**src/rtl/sig_debounce_pkg.sv**
```systemverilog
// Shared types and parameter defaults for the sig_debounce input conditioner.
package sig_debounce_pkg;

    typedef enum logic [1:0] {
        LO    = 2'd0,
        LO2HI = 2'd1,
        HI    = 2'd2,
        HI2LO = 2'd3
    } state_t;

    localparam int DEF_STABLE_CNT = 8;
    localparam int DEF_CNT_W      = 4;
    localparam int DEF_EVT_W      = 8;

endpackage

```
**src/rtl/sync_2ff.sv**
```systemverilog
// Two-flop synchroniser for a single asynchronous level; synchronous active-high reset.
module sync_2ff (
    input  logic clk,
    input  logic rst,
    input  logic d,
    output logic q
);

    logic s1;

    always_ff @(posedge clk) begin
        if (rst) begin
            s1 <= 1'b0;
            q  <= 1'b0;
        end else begin
            s1 <= d;
            q  <= s1;
        end
    end

endmodule

```
**src/rtl/sig_debounce.sv**
```systemverilog
// Debouncer: synchronises din, accepts a new level after STABLE_CNT consecutive
// samples, and publishes the clean level, rise/fall strobes and a rising-edge count.
module sig_debounce
    import sig_debounce_pkg::*;
#(
    parameter int STABLE_CNT = DEF_STABLE_CNT,
    parameter int CNT_W      = DEF_CNT_W,
    parameter int EVT_W      = DEF_EVT_W
) (
    input  logic             clk,
    input  logic             rst,
    input  logic             din,
    output logic             dout,
    output logic             rise,
    output logic             fall,
    output logic [EVT_W-1:0] evt_cnt
);

    if (STABLE_CNT < 1 || (1 << CNT_W) < STABLE_CNT) begin : g_bad_params
        $error("sig_debounce: STABLE_CNT must be >= 1 and fit in CNT_W bits");
    end

    localparam logic [CNT_W-1:0] LAST = CNT_W'(STABLE_CNT - 1);
    localparam bit               SKIP_WAIT = (STABLE_CNT == 1);

    logic             s2;
    state_t           state, state_nxt;
    logic [CNT_W-1:0] cnt, cnt_nxt;
    logic             rise_nxt, fall_nxt;

    sync_2ff u_sync (
        .clk (clk),
        .rst (rst),
        .d   (din),
        .q   (s2)
    );

    always_ff @(posedge clk) begin
        if (rst) begin
            state   <= LO;
            cnt     <= '0;
            rise    <= 1'b0;
            fall    <= 1'b0;
            evt_cnt <= '0;
        end else begin
            state <= state_nxt;
            cnt   <= cnt_nxt;
            rise  <= rise_nxt;
            fall  <= fall_nxt;
            if (rise_nxt) begin
                evt_cnt <= evt_cnt + EVT_W'(1);
            end
        end
    end

    // Any sample matching the current level drops back to the stable state, restarting the count.
    always_comb begin
        state_nxt = state;
        cnt_nxt   = '0;
        rise_nxt  = 1'b0;
        fall_nxt  = 1'b0;
        case (state)
            LO: begin
                if (s2) begin
                    if (SKIP_WAIT) begin
                        state_nxt = HI;
                        rise_nxt  = 1'b1;
                    end else begin
                        state_nxt = LO2HI;
                        cnt_nxt   = CNT_W'(1);
                    end
                end
            end
            LO2HI: begin
                if (!s2) begin
                    state_nxt = LO;
                end else if (cnt == LAST) begin
                    state_nxt = HI;
                    rise_nxt  = 1'b1;
                end else begin
                    cnt_nxt = cnt + CNT_W'(1);
                end
            end
            HI: begin
                if (!s2) begin
                    if (SKIP_WAIT) begin
                        state_nxt = LO;
                        fall_nxt  = 1'b1;
                    end else begin
                        state_nxt = HI2LO;
                        cnt_nxt   = CNT_W'(1);
                    end
                end
            end
            HI2LO: begin
                if (s2) begin
                    state_nxt = HI;
                end else if (cnt == LAST) begin
                    state_nxt = LO;
                    fall_nxt  = 1'b1;
                end else begin
                    cnt_nxt = cnt + CNT_W'(1);
                end
            end
            default: state_nxt = LO;
        endcase
    end

    always_comb begin
        dout = (state == HI) || (state == HI2LO);
    end

endmodule

```
**config.mk**
```make
export PLATFORM = sky130hd
export DESIGN_NAME = sig_debounce
export DESIGN_NICKNAME = d
export VERILOG_FILES = /design/src/rtl/sig_debounce_pkg.sv /design/src/rtl/sync_2ff.sv /design/src/rtl/sig_debounce.sv
export SDC_FILE = /design/constraint.sdc
export NUM_CORES = 1
export LEC_CHECK = 0
export BUFFER_PORTS_ARGS = -buffer_cell sky130_fd_sc_hd__clkbuf_2
export CORE_UTILIZATION = 55
export CTS_BUF_LIST = sky130_fd_sc_hd__clkbuf_2
export DETAILED_ROUTE_END_ITERATION = 10
export MAX_ROUTING_LAYER = met4
export PLACE_DENSITY = 0.85
export SYNTH_ARGS = -nofsm -noshare
export SYNTH_HDL_FRONTEND = slang
export SYNTH_SLANG_ARGS = --single-unit
```
**constraint.sdc**
```tcl
create_clock -name clk -period 4.1 [get_ports clk]
set_input_delay 0.615 -clock clk [delete_from_list [all_inputs] [get_ports clk]]
set_output_delay 0.615 -clock clk [all_outputs]
set_load 0.01 [all_outputs]
```
# Yosys cells after proc, flatten, opt, wreduce, memory -nomap -nowiden

Index checks and enable logic that the tools add are counted.

$add $sub $neg: 2
Eq/ne operators: 8
Multiplexer cells: 16
Bitwise operators: 1
Reduce and logical (&&, ||, !) cells: 4

Operators by type and width:

| cell                                                                   | count |
|---|---|
| 4-bit one-hot mux with 4 select lines                                  | 1 |
| 2-bit 2-to-1 mux                                                       | 6 |
| 4-bit 2-to-1 mux                                                       | 3 |
| 8-bit by 1-bit adder with 8-bit output (second input constant)         | 1 |
| 2-bit one-hot mux with 4 select lines                                  | 1 |
| 1-bit 2-to-1 mux                                                       | 5 |
| 4-bit by 1-bit adder with 4-bit output (second input constant)         | 1 |
| 2-bit equality test (second input constant)                            | 2 |
| 4-bit by 3-bit equality test with 1-bit output (second input constant) | 1 |
| 4-bit AND reduction                                                    | 1 |
| 3-bit by 2-bit != test with 1-bit output (second input constant)       | 1 |
| 3-bit != test (second input constant)                                  | 1 |
| 3-bit OR reduction                                                     | 1 |
| 2-bit by 1-bit equality test with 1-bit output (second input constant) | 1 |
| 2-bit logical NOT                                                      | 1 |
| 2-bit by 1-bit != test with 1-bit output (second input constant)       | 1 |
| 2-bit != test (second input constant)                                  | 1 |
| 1-bit logical OR                                                       | 1 |
| 1-bit inverter                                                         | 1 |

Register bits after elaboration: 18
Bits of input ports: 3
Output and inout bits: 11
Word-level logic and storage cells: 38

# Depth between registers and ports, before layout

Gate-level depths: netlist of run 1.

Depth after elaboration: 4
Depth in mapped cells: 5
Gate-level depth less buffers: 4

# Modules after synthesis

A second synthesis of run 1 with hierarchy kept.

Cells, all modules: 77
Area total of the unflattened synthesis: 749.5 um^2

Modules (own cells, without submodules):

| module       | instances | cells an instance | area an instance (um^2) | sequential area each (um^2) |
|---|---|---|---|---|
| sig_debounce | 1         | 73                | 696.9                   | 320.3 |
| sync_2ff     | 1         | 4                 | 52.6                    | 40.0 |

# Worst setup path before layout of run 1

OpenSTA, ideal clock, no wires.

Kind: register to output
Start point: register with a tool-made name
End point: output dout
Arrival time: 0.925 ns
Required time: 3.485 ns
Slack: 2.560 ns
Stages on the path, launching flop included: 2
Buffers on the path: 1
Cell sequence: dfxtp_1 > dlygate4sd3_1

RTL lines:

| item      | line               | text |
|---|---|---|
| to (decl) | sig_debounce.sv:13 | `output logic dout,` |

# Final worst setup path of run 1

Start point: register cnt[0]
End point: register evt_cnt[7]

Longest elaborated chain between the ends: 4

RTL lines:

| item                                           | line               | text |
|---|---|---|
| from (decl)                                    | sig_debounce.sv:28 | `logic [CNT_W-1:0] cnt, cnt_nxt;` |
| from (signal assigned)                         | sig_debounce.sv:47 | `cnt <= cnt_nxt;` |
| 4-bit by 3-bit equality test with 1-bit output | sig_debounce.sv:77 | `end else if (cnt == LAST) begin` |
| 1-bit 2-to-1 mux                               | sig_debounce.sv:77 |  |
| 1-bit 2-to-1 mux                               | sig_debounce.sv:75 | `if (!s2) begin` |
| 1-bit 2-to-1 mux                               | sig_debounce.sv:62 | `case (state)` |
| to (signal assigned)                           | sig_debounce.sv:51 | `evt_cnt <= evt_cnt + EVT_W'(1);` |
| to (decl)                                      | sig_debounce.sv:16 | `output logic [EVT_W-1:0] evt_cnt` |

No other way between the ends.
A chain may end at the register's enable or synchronous reset.

==> results of run 1 <==
[power by group]
group	internal (mW)	switching (mW)	leakage, nW	total [mW]
registers	0.177	0.00109	0.146	0.178
logic	0.00175	0.00387	0.207	0.00562
clock network	0.0212	0.0515	0.0140	0.0727
[final timing paths]
path                                 from          to  slack (ns)
worst max register to register     cnt[0]  evt_cnt[7]        2.40
worst max-delay path               cnt[0]  evt_cnt[7]        2.40
worst min-delay path            u_sync.s1    u_sync.q        0.46
worst min register to register  u_sync.s1    u_sync.q        0.46
[synth_stat cells (3+ instances only)]
cell     instances  area [um2]
a21oi_1          8       40.04
and3_1           3       18.77
dfxtp_1         18       360.4
inv_1            3       11.26
nand3_1          4       20.02
nor2_1           3       11.26
nor2b_1          3       18.77
o31ai_1          5       37.54
or4_1            5       37.54
[cells by family (layout without fill, tap and decap cells)]
| group | Yosys count | after routing | synth area share, % |
|---|---|---|---|
| AND/OR/NAND/NOR | 29 | 29 | 25.67 |
| flip-flops | 18 | 18 | 47.68 |
| AO/OA/AOI/OAI | 16 | 16 | 12.58 |
| buffers and inverters | 7 | 20 | 5.298 |
| multiplexers | 3 | 3 | 4.304 |
| adder cells (fa/ha/maj) | 2 | 2 | 3.311 |
| XOR/XNOR | 1 | 1 | 1.159 |
[cells in the final DEF, fill, tap and decap left out]
cell	n
dfxtp_1	18
clkbuf_2	16
a21oi_1	8
o31ai_1	5
or4_1	5
nand3_1	4
nor2b_1	3
nor2_1	3
inv_1	3
and3_1	3
o21ai_0	2
or3_1	2
mux2_2	2
nor3_1	2
ha_1	2
nand2b_1	1
or2b_1	1
a21boi_0	1
nand4b_4	1
nand4b_1	1
nand4_1	1
nor4_1	1
mux2i_1	1
and2_1	1
xor2_1	1
clkinv_1	1
[cell type report]
| type | instances | share of cell area [%] |
|---|---|---|
| sequential | 18 | 43.50 |
| multi-input combinational | 51 | 42.90 |
| timing repair buffer | 13 | 7.855 |
| tap | 14 | 2.115 |
| clock buffer | 3 | 1.813 |
| inverter | 3 | 1.360 |
| clock inverter | 1 | 0.4532 |
[critical path: cells and delay by family (launching register included)]
kind / cells / cell delay, ns
DFF: 1 / 0.39
and+or+nand+nor: 2 / 0.59
adders and majority gates: 1 / 0.26
muxes: 1 / 0.36
[state kept, by name, summed over array words and instances, names as in the netlist, named ones only]
name and count:
u_sync.q 1, cnt 4, u_sync.s1 1, fall 1, state 1, rise 1
evt_cnt 8
[layer usage]
layer	wire length, um	share of wire (%)	GRT usage [%]	vias up
li1	-	-	-	303
met1	668	51	26.15	268
met2	590	45	34.58	13
met3	44	3.4	6.936	0
met4	0	0	7.759	0
met5	0	0	-	-
[per-stage QoR]
| step | worst slack (ns) | instance area (um2) |
|---|---|---|
| detailed placement | 2.410 | 809.5 |
| global placement | 2.480 | 809.5 |
| CTS | 2.407 | 828.3 |
| finish | 2.403 | 828.3 |
| floorplan | 2.560 | 755.7 |
| global route | 2.266 | 828.3 |
==> metrics, run 1 <==
CTS tree=built; share of layout cells above drive strength 1=21.35%; fill count=a little under 100; FF+latch count, synth=18; DR pass1 iterations=2; Root Driver=clkbuf_2; Achievable Freq=589.4 MHz; Data arrival, critical path=1.90 ns; final hold viol count=0; Synth Area per Inst=about 10 um2; H-tree depth=1; number of synthesized flops with an enable pin=0; post-CTS setup buffer count=0; global placer's final weighted congestion=0.7893; initial DRC count=15; detailed-route wire length per cell=12.65 um; Worst-Margin Slew=0.3169 ns; Rows=12; Final setup viols=0; initial antenna violation count=0; Net Count, Synth=81; Sink Count=18; post-route ant nets=0; worst skew pair latency=~0.29 ns; Cells after Synth=76; setup_tns=0 ns; Nets=95; vias in the first global route=516; Final Slew Violations=0; power density cells=309.0 nW/um2; buffers added on ports=13; Layout Cells excl Fill=103; worst path cell trace=ha_1 -> nand4b_4 -> nor4_1 -> mux2_2; largest net degree at the start of global routing=20; synthesis-to-finish area growth=9.603%; crit path time final=approximately 1.7 ns; hold_buf cts=0; antenna diode count=0; Ports=14; Critical Path RT=4.30 ns; first-pass GRT wire length=2180 um; max cap viols=0; slowest CP cell=dfxtp_1; final WL=between 1000 and 1500 um; period utilisation layout=41.38%; post-cts sizing count=0; die area=1526 um2; RSZ-0062 raised after global routing=false; Hold Path Stages=1; CP max stage delay=0.39 ns; DRC=0; worst-case hold slack=0.4579 ns; multi-input logic area=355.3 um2; Pwr Total=0.2559 mW; CTS Buf Count=3; CP Max Fanout=19; Core Area=~1200 um2; Clock Pin Slew Worst Setup and Hold Paths=approximately 0.16 ns; synthesized area=755.7 um2; total number of vias=around 600; maximum VDD drop=between 0.1 and 0.15 mV; Worst Setup Start Kind=register; placed insts=99; Die Y=39.07 um; Initial Utilization=between 60% and 70%; Final Skew=0.004965 ns; Lkg Pwr=0.3670 nW; Synth Flop Type=dfxtp_1; Slew HR=78.88%; critical path class=reg -> reg; worst hold path class=reg -> reg; CP endpoint kind=register; chip width=39.07 um; Syn. warnings=0; Async S/R FF share, synth=0%; r2r worst-path depth=4; GR Util All Layers=21.92%; Reg area=360.3 um2; outcome=completed; fin util=between 60% and 70%; sequential element share of the synthesized area=47.68%; grt ovf=0; clock tree buffer depth=2; vias per inst=around 5.7; Distinct cells, synth=27
(Power assumes the default switching activity.)
==> run 2: changes to the inputs <==
- CORE_UTILIZATION: 55 -> 50
- PLACE_DENSITY: 0.85 -> 0.82
- clock period: 4.1 -> 1.45 ns (I/O delays scaled with it)
==> metrics, run 2 (synthesis results as in run 1) <==
hold_buf cts=0 (unchanged); die area=1671 um2 (+9.5%); Core Area=1350 um2 (+14%); Top delay family on crit path=simple AND/OR/NAND/NOR gates; buffers added on ports=13 (unchanged); Nets=107 (+13%); most common cell after layout, fill and taps aside=clkbuf_2; maximum VDD drop=0.8238 mV (+470%); DR pass1 iterations=4 (+2); antenna diode count=0 (unchanged); vias in the first global route=617 (+20%); worst-case hold slack=0.1268 ns (-0.3311 ns); most frequent cells in the layout=clkbuf_2 (16), dfxtp_1 (13), buf_4 (11); crit path time final=1.409 ns (-0.2872 ns); clock tree buffer depth=2 (unchanged); Worst-Margin Slew=0.3175 ns (+0.0006407 ns); Final Skew=0.01199 ns (+0.007026 ns); detailed-route wire length per cell=14.51 um (+15%); Data arrival, critical path=1.66 ns (-0.24 ns); share of layout cells above drive strength 1=42.00% (+21 points); worst path buffer plus inverter count=0 (unchanged); Final Slew Violations=0 (unchanged); DPL Wire Length=approximately 1100 um; setup_tns=0 ns (unchanged); Initial Utilization=55.98% (-7.7 points); initial DRC count=10 (-5); DRC=0 (unchanged); Sink Count=18 (unchanged); max cap viols=0 (unchanged); Critical Path RT=1.70 ns (-2.60 ns); Pwr Total=0.7220 mW (+180%); vias per inst=6.017 (+6.1%); Lkg Pwr=0.4739 nW (+29%); Largest Register=evt_cnt; Slew HR=78.83% (about the same); Worst Setup Start Kind=register; grt ovf=0 (unchanged); biggest regs=evt_cnt x8, cnt x4; global placer's final weighted congestion=0.7662 (-2.9%); total number of vias=692 (+18%); CTS tree=built; power density cells=737.9 nW/um2 (+140%); Achievable Freq=709.6 MHz (+20%); Die Y=40.88 um (+4.6%); period utilisation layout=97.19% (+56 points); GR Util All Layers=25.17% (+3.3 points); post-route setup slack=0.04069 ns (-2.363 ns); first-pass GRT wire length=2622 um (+20%); Ports=14 (unchanged); final WL=1669 um (+28%); slowest CP cell=or4_4; worst skew pair latency=0.30 ns (about the same); H-tree depth=1 (unchanged); initial antenna violation count=0 (unchanged); RSZ-0062 raised after global routing=true; CTS Buf Count=3 (unchanged); Clock Pin Slew Worst Setup and Hold Paths=0.16 ns (about the same); Final setup viols=0 (unchanged); synthesis-to-finish area growth=29.47%; fill count=94 (-4.1%); CP max stage delay=0.54 ns (+0.15 ns); max reg flops=8 (unchanged); chip width=40.88 um (+4.6%); critical path class=reg -> reg; worst path cell trace=nand4b_4 -> or4_4 -> a21oi_2; CP endpoint kind=register; CP Max Fanout=5 (-14); worst hold path class=in -> reg; outcome=completed; Place WS=-0.1175 ns (-2.527 ns); final hold viol count=0 (unchanged); Rows=13 (+1); post-route ant nets=0 (unchanged); Root Driver=clkbuf_2; largest net degree at the start of global routing=16 (-20%); fin util=72.47% (+2.6 points)
[run 2: report_power, final]
| part | switching, mW | internal, mW | leakage [nW] |
|---|---|---|---|
| clock | 0.145 | 0.0564 | 0.0125 |
| sequential | 0.00367 | 0.499 | 0.148 |
| combinational | 0.0119 | 0.00635 | 0.313 |
| total | 0.160 | 0.562 | 0.474 |
[run 2: metal layers]
metal / global-route usage (%) / part of all wire, % / vias up
met5: - / 0 / -
met4: 11.67 / 3.5 / 0
met3: 10.87 / 6.9 / 10
met2: 39.84 / 47 / 29
met1: 26.82 / 43 / 321
li1: - / - / 332
[run 2: path summary, 6_finish.rpt]
check | startpoint | to | slack, ns | cells after the start
min reg2reg | u_sync.s1 | u_sync.q | 0.46 | 1
max | cnt[2] | evt_cnt[6] | 0.04 | 3
min | din | u_sync.s1 | 0.13 | 2
max reg2reg | cnt[2] | evt_cnt[6] | 0.04 | 3
[run 2: layout make-up]
class	count	area (um2)	area share [%]
clock buffers	3	15.01	1.535
inverters	3	11.26	1.151
repair buffers	24	147.6	15.09
multi-input cells	52	419.2	42.84
flip-flops and latches	18	366.6	37.47
well taps	15	18.77	1.918
[run 2: metrics by stage]
step | instances | instance area (um2)
floorplan | 76 | 758.2
global placement | 109 | 880.8
detailed placement | 109 | 880.8
CTS | 115 | 953.4
global route | 115 | 978.4
finish | 115 | 978.4
[run 2: worst register-to-register path: cells and delay by family (launching register included)]
family / cells / cell delay [ns]
flops: 1 / 0.52
simple gates: 2 / 0.72
compound gates: 1 / 0.12
[run 2: repair_timing]
item	CTS	global route
resized for setup	5	8
setup buffers	2	0
gates cloned	1	0
endpoints found under the setup margin	5	8
pin swaps	2	5
==> run 3: changes to the inputs <==
- CORE_UTILIZATION: 50 -> 55
- PLACE_DENSITY: 0.82 -> 0.85
- clock period: 1.45 -> 1.5 ns (I/O delays scaled with it)
==> metrics, run 3 (synthesis results as in run 1) <==
outcome=completed; CP Max Fanout=6 (+1); worst reg2reg path endpoint=evt_cnt[3]; worst-case hold slack=0.1384 ns (+0.01158 ns); H-tree depth=1 (unchanged); worst path cell trace=ha_4 -> nand4b_2 -> buf_4 -> o31ai_1 -> a21oi_2; Top delay family on crit path=compound AO/OA/AOI/OAI gates; largest net degree at the start of global routing=16 (unchanged); vias in the first global route=608 (-1.5%); Place WS=-0.06242 ns (+0.05505 ns); CP max stage delay=0.40 ns (-0.14 ns); r2r worst-path depth=5 (+2); Data arrival, critical path=1.65 ns (about the same); min-delay src=din; CTS tree=built; initial DRC count=25 (+15); Final setup viols=0 (unchanged); Slew HR=76.85% (-2.0 points); worst r2r src=cnt[0]; Largest Register=evt_cnt; Initial Utilization=63.71% (+7.7 points); final cell area excluding filler cells=984.7 um2 (+0.64%); DRC=0 (unchanged); Core Area=1186 um2 (-12%); Area after DPL=884.6 um2 (+0.43%); share of layout cells above drive strength 1=38.83% (-3.2 points); Critical Path RT=1.69 ns (about the same); Ports=14 (unchanged); Root Driver=clkbuf_2; fill count=67 (-29%); Hold Path Stages=2 (unchanged); critical path class=reg -> reg; synthesis-to-finish area growth=30.30%; post-route ant nets=0 (unchanged); maximum VDD drop=0.5076 mV (-38%); Rows=12 (-1); initial antenna violation count=0 (unchanged); Layout Cells excl Fill=117 (+1.7%); worst path buffer plus inverter count=1 (+1); antenna diode count=0 (unchanged); grt ovf=0 (unchanged); DPL Wire Length=1083 um (+0.92%); most frequent cells in the layout=dfxtp_1 (16), clkbuf_2 (16), buf_4 (13); final WL=1699 um (+1.8%); Achievable Freq=683.4 MHz (-3.7%); detailed-route wire length per cell=14.52 um (about the same); placed insts=109 (unchanged); CP endpoint kind=register; max reg flops=8 (unchanged); R2R setup slack=0.04 ns (about the same); slowest CP cell=dfxtp_4; period utilisation layout=97.55% (+0.36 points); final hold viol count=0 (unchanged); Die Y=39.07 um (-4.4%); vias per inst=5.812 (-3.4%); clock tree buffer depth=2 (unchanged); DR pass1 iterations=5 (+1); worst hold path class=in -> reg; GR Util All Layers=26.87% (+1.7 points); total number of vias=680 (-1.7%); fin util=83.02% (+11 points); worst skew pair latency=0.30 ns (about the same); biggest regs=evt_cnt x8, cnt x4; post-route setup slack=0.03671 ns (-0.003982 ns); CTS Buf Count=3 (unchanged); Worst Hold End=u_sync.s1; max cap viols=0 (unchanged); power density cells=719.1 nW/um2 (-2.6%); global placer's final weighted congestion=0.8343 (+8.9%); Final Slew Violations=0 (unchanged); buffers added on ports=13 (unchanged); Sink Count=18 (unchanged); crit path time final=1.463 ns (+0.05398 ns); Worst Setup Start Kind=register; Final Skew=0.009728 ns (-0.002263 ns); Lkg Pwr=0.4666 nW (-1.5%); Nets=109 (+1.9%); die area=1526 um2 (-8.6%); first-pass GRT wire length=2649 um (+1.0%); chip width=39.07 um (-4.4%); Worst-Margin Slew=0.3472 ns (+0.02972 ns); hold_buf cts=0 (unchanged); Clock Pin Slew Worst Setup and Hold Paths=0.16 ns (about the same)
run 3: report_power, final:
part	switching (mW)	internal (mW)
Sequential	0.00339	0.481
Clock	0.146	0.0580
Combinational	0.0127	0.00707
Total	0.162	0.546
run 3: worst max-delay path by stage:
stage                     startpoint         end  slack (ns)  cells past startpoint
final                         cnt[0]  evt_cnt[3]        0.04                      5
after global routing          cnt[0]  evt_cnt[3]       -0.02                      5
after CTS                     cnt[0]  evt_cnt[7]       0.002                      4
after detailed placement      cnt[0]  evt_cnt[7]       -0.06                      4
after global placement        cnt[0]  evt_cnt[7]       -0.02                      4
after floorplan               cnt[0]  evt_cnt[7]        0.04                      4
run 3: what timing repair did:
item / in CTS / in global routing
buffers inserted: 1 / 2
gates resized for setup: 2 / 8
pin swaps: 0 / 2
endpoints found under the setup margin: 4 / 6
cloned: 1 / 0
run 3: layout make-up:
class	count	area, um2	area share [%]
clock buffer	3	15.01	1.525
clock inverter	1	3.754	0.3812
inverter	3	11.26	1.144
multi-input combinational	52	409.1	41.55
sequential	18	365.4	37.10
tap	14	17.52	1.779
timing repair buffer	26	162.7	16.52
run 3: routing by layer:
layer  vias up  track usage, %  wire length (um)
li1        340               -                 -
met1       303           29.72               734
met2        33           45.00               837
met3         4           7.514                97
met4         0           11.21                29
met5         -               -                 0
run 3: per-stage QoR:
stage,power (mW),setup TNS (ns)
2_1_floorplan,0.5062,0
3_3_place_gp,0.5125,-0.01593
3_5_place_dp,0.5134,-0.06242
4_1_cts,0.7116,0
5_1_grt,0.7409,-0.02089
6_report,0.7081,0
run 3: worst reg2reg max path, cell delays in order (launching register included):
cell and delay (ns):
dfxtp_4 0.40, ha_4 0.16, nand4b_2 0.19, buf_4 0.22, o31ai_1 0.32, a21oi_2 0.09
